==> src/rtl/random_zero_scheduler_pkg.sv <==
// Shared types and helpers for the zero-sharing randomness scheduler.
package random_zero_scheduler_pkg;

  typedef logic [1:0] bv2_t;

  typedef enum logic {S_FILL, S_FULL} rzs_state_t;

  // Fresh random words consumed by one zero-sharing of the given share count.
  function automatic int unsigned num_zero_randoms(input int unsigned num_shares);
    case (num_shares)
      2:       return 1;
      3:       return 2;
      4:       return 4;
      default: return 5;
    endcase
  endfunction

endpackage

==> src/rtl/random_zero_scheduler_rr_arbiter.sv <==
// Combinational round-robin arbiter; the pointer register is kept by the parent.
module random_zero_scheduler_rr_arbiter #(
  parameter int unsigned N  = 3,
  parameter int unsigned PW = (N > 1) ? $clog2(N) : 1
) (
  input  logic [N-1:0]  request,
  input  logic [PW-1:0] pointer,
  input  logic          enable,
  output logic [N-1:0]  grant,
  output logic [PW-1:0] winner
);

  logic          found;
  logic [PW-1:0] idx;

  // Search cyclically starting just after the last winner.
  always_comb begin
    grant  = '0;
    winner = pointer;
    found  = 1'b0;
    idx    = '0;
    for (int k = 1; k <= int'(N); k++) begin
      idx = PW'((int'(pointer) + k) % int'(N));
      if (enable && !found && request[idx]) begin
        found      = 1'b1;
        grant[idx] = 1'b1;
        winner     = idx;
      end
    end
  end

endmodule

==> src/rtl/random_zero_scheduler.sv <==
// Collects fresh PRNG words into zero-sharings and hands each one to a single
// requester, round-robin. Every word is used by exactly one grant.
module random_zero_scheduler
  import random_zero_scheduler_pkg::*;
#(
  parameter int unsigned NUM_SHARES = 2,
  parameter type         T          = bv2_t,
  parameter int unsigned NUM_REQ    = 3
) (
  input  logic                  in_clock,
  input  logic                  in_reset,
  input  logic                  in_flush,
  input  T                      in_rand,
  input  logic                  in_rand_valid,
  output logic                  out_rand_ready,
  input  logic [NUM_REQ-1:0]    in_request,
  output logic [NUM_REQ-1:0]    out_grant,
  output T [NUM_SHARES-1:0]     out_shares,
  output logic                  out_valid
);

  localparam int unsigned NUM_NEEDED = num_zero_randoms(NUM_SHARES);
  localparam int unsigned CNT_W      = $clog2(NUM_NEEDED + 1);
  localparam int unsigned IDX_W      = $clog2(NUM_SHARES);
  localparam int unsigned PTR_W      = (NUM_REQ > 1) ? $clog2(NUM_REQ) : 1;

  if (NUM_SHARES < 2 || NUM_SHARES > 5) begin : g_bad_shares
    $error("random_zero_scheduler: NUM_SHARES must be 2..5");
  end
  if (NUM_REQ < 1 || NUM_REQ > 8) begin : g_bad_req
    $error("random_zero_scheduler: NUM_REQ must be 1..8");
  end

  rzs_state_t           state;
  logic [CNT_W-1:0]     count;
  logic [IDX_W-1:0]     wr_idx;
  T                     rand_buf [NUM_SHARES];
  logic [PTR_W-1:0]     ptr;
  logic [PTR_W-1:0]     winner;
  logic [NUM_REQ-1:0]   arb_grant;
  logic                 grant_fire;
  logic                 accept;
  T [NUM_SHARES-1:0]    sharing;

  assign grant_fire     = (state == S_FULL) && (|in_request);
  assign out_rand_ready = !in_reset && ((state == S_FILL) || grant_fire);
  assign accept         = in_rand_valid && out_rand_ready;
  assign wr_idx         = IDX_W'(count);

  random_zero_scheduler_rr_arbiter #(
    .N  (NUM_REQ),
    .PW (PTR_W)
  ) u_arb (
    .request (in_request),
    .pointer (ptr),
    .enable  (grant_fire),
    .grant   (arb_grant),
    .winner  (winner)
  );

  // Zero-sharing built from the buffered words; shares always XOR to zero.
  always_comb begin
    sharing = '0;
    for (int i = 0; i < int'(NUM_SHARES); i++) begin
      if (NUM_SHARES == 2) begin
        sharing[i] = rand_buf[0];
      end else if (NUM_SHARES == 3) begin
        sharing[i] = (i == 2) ? (rand_buf[0] ^ rand_buf[1]) : rand_buf[i];
      end else begin
        sharing[i] = rand_buf[i] ^ rand_buf[(i + 1) % int'(NUM_SHARES)];
      end
    end
  end

  // Fill/full control, buffer and registered outputs; flush beats grant and accept.
  always_ff @(posedge in_clock or posedge in_reset) begin
    if (in_reset) begin
      state      <= S_FILL;
      count      <= '0;
      ptr        <= PTR_W'(NUM_REQ - 1);
      out_valid  <= 1'b0;
      out_grant  <= '0;
      out_shares <= '0;
      for (int i = 0; i < int'(NUM_SHARES); i++) begin
        rand_buf[i] <= '0;
      end
    end else begin
      out_valid <= 1'b0;
      out_grant <= '0;
      if (in_flush) begin
        state <= S_FILL;
        count <= '0;
      end else if (grant_fire) begin
        out_valid  <= 1'b1;
        out_grant  <= arb_grant;
        out_shares <= sharing;
        ptr        <= winner;
        if (accept) begin
          rand_buf[0] <= in_rand;
          count       <= CNT_W'(1);
          state       <= (NUM_NEEDED == 1) ? S_FULL : S_FILL;
        end else begin
          count <= '0;
          state <= S_FILL;
        end
      end else if (accept) begin
        rand_buf[wr_idx] <= in_rand;
        count            <= count + CNT_W'(1);
        if (count + CNT_W'(1) == CNT_W'(NUM_NEEDED)) begin
          state <= S_FULL;
        end
      end
    end
  end

endmodule

==> config.mk <==
export PLATFORM = sky130hd
export DESIGN_NAME = random_zero_scheduler
export DESIGN_NICKNAME = d
export VERILOG_FILES = /design/src/rtl/random_zero_scheduler_pkg.sv /design/src/rtl/random_zero_scheduler_rr_arbiter.sv /design/src/rtl/random_zero_scheduler.sv
export SDC_FILE = /design/constraint.sdc
export NUM_CORES = 1
export LEC_CHECK = 0
export CAP_MARGIN = 20
export CORE_MARGIN = 3
export CORE_UTILIZATION = 44
export CTS_CLUSTER_DIAMETER = 80
export DETAILED_ROUTE_END_ITERATION = 8
export MAX_ROUTING_LAYER = met4
export PLACE_DENSITY_LB_ADDON = 0.1
export SYNTH_ARGS = -nofsm -noshare
export SYNTH_HDL_FRONTEND = slang
export SYNTH_SLANG_ARGS = --single-unit
==> constraint.sdc <==
create_clock -name in_clock -period 2.2 [get_ports in_clock]
set_input_delay 0.44 -clock in_clock [delete_from_list [all_inputs] [get_ports in_clock]]
set_output_delay 0.44 -clock in_clock [all_outputs]
set_load 0.02 [all_outputs]
==> impl_metrics.csv <==
group,metric,value,unit
clock_tree,clockBufferDepth,2,
timing,fin_crit,2.11,ns
timing,finalSetupViolCount,0,
drt,avgRoutedWirePerCell,12.5,um
pwr,p_int,0.518,mW
pwr,p_leak,0.451,nW
logic_synthesis,yosysTopAreaCell,"dfrtp_1",
drt,drt_pass1_iterations,4,
floorplanning,die_area,2390,um2
grt,grt_overflow,0,
logic_synthesis,synth-seq-area-share,37.2,%
critical_path,critPathKind,"register to register",
drt,ant_nets,0,
critical_path,arrival,2.31,ns
critical_path,worst_setup_path_start_kind,"register",
clock_tree,htreeDepth,1,
layout,finalInstanceArea,1050,um2
layout,layout_common_cells,"clkdlybuf4s50_1, nand2_1, dfrtp_1",
clock_tree,clock_latency,0.27,ns
placed_design,placed_cells,129,
pwr,pwr-share-comb,49.8,%
timing,max_clock_freq,474,MHz
timing,rsz0062_at_grt,"false",
critical_path,reg2reg_depth,7,
layout,antenna_cells,0,
logic_synthesis,syn_inst,87,
clock_tree,cts_root_buffer,"clkbuf_4",
logic_synthesis,netlist_area,811,um2
layout,layout.nets,123,
drt,vias_per_cell,5.29,
pwr,power.total,0.845,mW
critical_path,critPathRequiredTime,2.40,ns
outcome,outcome,"finished clean",
pwr,p_sw,0.327,mW
pwr,peakVddDrop,442,uV
floorplanning,die_h,48.9,um
placed_design,hpwl,1370,um
grt,antenna_found_initial,0,
placed_design,dpl_cell_area,1020,um2
pwr,pwr-share-seq,33.6,%
grt,grt_pass1_vias,706,
floorplanning,die_x,48.9,um
grt,grtUsageTotal,15.3,%
logic_synthesis,ys_warn_count,0,
floorplanning,rows,14,
clock_tree,clk_pin_slew,0.07,ns
layout,drive_gt1_share,19.3,%
critical_path,endpoint_kind,"register",
drt,drc,0,
logic_synthesis,syn_nets,100,
logic_synthesis,avgSynthCellArea,9.32,um2
pwr,powerDensity,804,nW/um2
logic_synthesis,synth.distinct_cells,34,
job,cap_violations,0,
critical_path,cp_max_fo,4,
grt,grt_pass1_wl,2840,um
grt,grt_max_degree,13,
clock_tree,cts-buffers-inserted,3,
layout,final_util,65.2,%
logic_synthesis,ys_ff_latch,12,
pwr,switching_share,38.7,%
layout,layout_commonest_cell,"clkdlybuf4s50_1",
timing,hold_violations,0,
drt,vias,703,
timing,drv_slew,0,
layout,fillers,144,
layout,area_growth,29.6,%
floorplanning,io_pins,18,
drt,dr.first_iter.drc_count,13,
hold_path,holdPathStages,2,
logic_synthesis,synth_top_area_share,34.0,%
timing,skew,0.00586,ns
layout,instances_no_fill,133,
timing,slew_headroom,70.7,%
clock_tree,cts_sinks,12,
clock_tree,cts_tree,"done",
timing,period_share,95.8,%
hold_path,hp-class,"register to register",
floorplanning,start_util,50.3,%
placed_design,gp_congestion,0.755,
placed_design,io_buffers,17,
logic_synthesis,synthTopCellsByArea,"dfrtp_1, nand2_1, ha_1, a21oi_1, mux2i_1",
pwr,p_clk_share,16.5,%
floorplanning,core_area,1610,um2
drt,routed_wl,1660,um
timing,worstMarginPinSlew,0.440,ns
==> final cells by class <==
cell class,count,area [um2],share of cell area [%]
Tap cell,24,30.0,2.86
Clock buffer,4,26.3,2.50
Multi-Input combinational cell,62,453,43.1
Inverter,9,33.8,3.21
Timing Repair Buffer,22,206,19.6
Sequential cell,12,302,28.7
==> power groups by stage <==
stage	Combinational (mW)	Clock, mW	Sequential [mW]
finish	0.421	0.140	0.284
global route	0.456	0.156	0.291
CTS	0.420	0.146	0.285
detailed placement	0.420	0	0.289
global placement	0.409	0	0.287
floorplan	0.287	0	0.298
==> what timing repair did <==
item,4_1_cts,5_1_grt
pin swaps,0,2
hold buffers,0,0
setup endpoints to repair,1,1
resized for setup,1,1
endpoints found under the hold margin,0,0
setup buffers,0,0
==> cell families after synthesis <==
logic type	count (synthesis)	share of synthesized area (%)
buffers and inverters	13	7.25
muxes	7	9.72
AOI/OAI and AO/OA	24	23.6
DFF	12	37.2
adders and majority gates	4	6.17
and+or+nand+nor	27	16.1
==> registers in the layout, summed over array words and instances (netlist names) <==
| name | cells |
|---|---|
| ptr | 2 |
| rand_buf | 2 |
| out_shares | 2 |
| out_valid | 1 |
| state | 1 |
| count | 1 |
| out_grant | 3 |
==> routing by layer <==
| layer | up-vias | track usage (%) | wire, um | share of wire (%) |
|---|---|---|---|---|
| li1 | 346 | - | - | - |
| met1 | 337 | 17.6 | 705 | 42 |
| met2 | 16 | 25.8 | 858 | 52 |
| met3 | 4 | 4.59 | 80 | 4.8 |
| met4 | 0 | 4.27 | 15 | 0.90 |
| met5 | - | - | 0 | 0 |
==> worst paths after layout <==
check                                       endpoint  slack, ns                     from
setup / recovery                  ptr[1]$_DFFE_PP1P_       0.09       ptr[1]$_DFFE_PP1P_
hold / removal             out_shares[3]$_DFFE_PP0P_       0.48  rand_buf[3]$_DFFE_PP0P_
setup reg to reg                  ptr[1]$_DFFE_PP1P_       0.09       ptr[1]$_DFFE_PP1P_
hold reg to reg            out_shares[3]$_DFFE_PP0P_       0.48  rand_buf[3]$_DFFE_PP0P_
max in group asynchronous         ptr[1]$_DFFE_PP1P_       1.32                 in_reset
min in group asynchronous          state$_DFFE_PP0P_       0.54                 in_reset
==> per-stage QoR <==
step | hold slack, ns | setup WS [ns] | TNS [ns]
6_report | 0.481 | 0.0913 | 0
5_1_grt | 0.523 | 0.00502 | 0
4_1_cts | 0.481 | 0.0250 | 0
3_5_place_dp | 0.462 | -0.0688 | -0.0953
3_3_place_gp | 0.452 | -0.0513 | -0.0513
2_1_floorplan | 0.304 | 0.208 | 0
==> critical path: stages, from the launching register on <==
cell      delay [ns]
dfstp_2         0.55
inv_1           0.07
ha_2            0.19
mux2_4          0.33
a221oi_4        0.36
o21ai_2         0.12
a21oi_2         0.21
mux2i_1         0.21
==> cell usage after synthesis (all sizes together) <==
| library cell | n |
|---|---|
| a211oi | 1 |
| a21o | 2 |
| a21oi | 8 |
| a221oi | 1 |
| a22o | 1 |
| a2bb2oi | 1 |
| a32oi | 1 |
| and2 | 1 |
| and2b | 1 |
| and3 | 1 |
| buf | 4 |
| dfrtp | 11 |
| dfstp | 1 |
| ha | 4 |
| inv | 9 |
| mux2 | 4 |
| mux2i | 3 |
| nand2 | 14 |
| nand3 | 2 |
| nand3b | 2 |
| nor2 | 2 |
| nor2b | 1 |
| nor3 | 1 |
| o211ai | 1 |
| o21ai | 6 |
| o31ai | 1 |
| o32ai | 1 |
| or2 | 2 |
(Power assumes the default switching activity.)
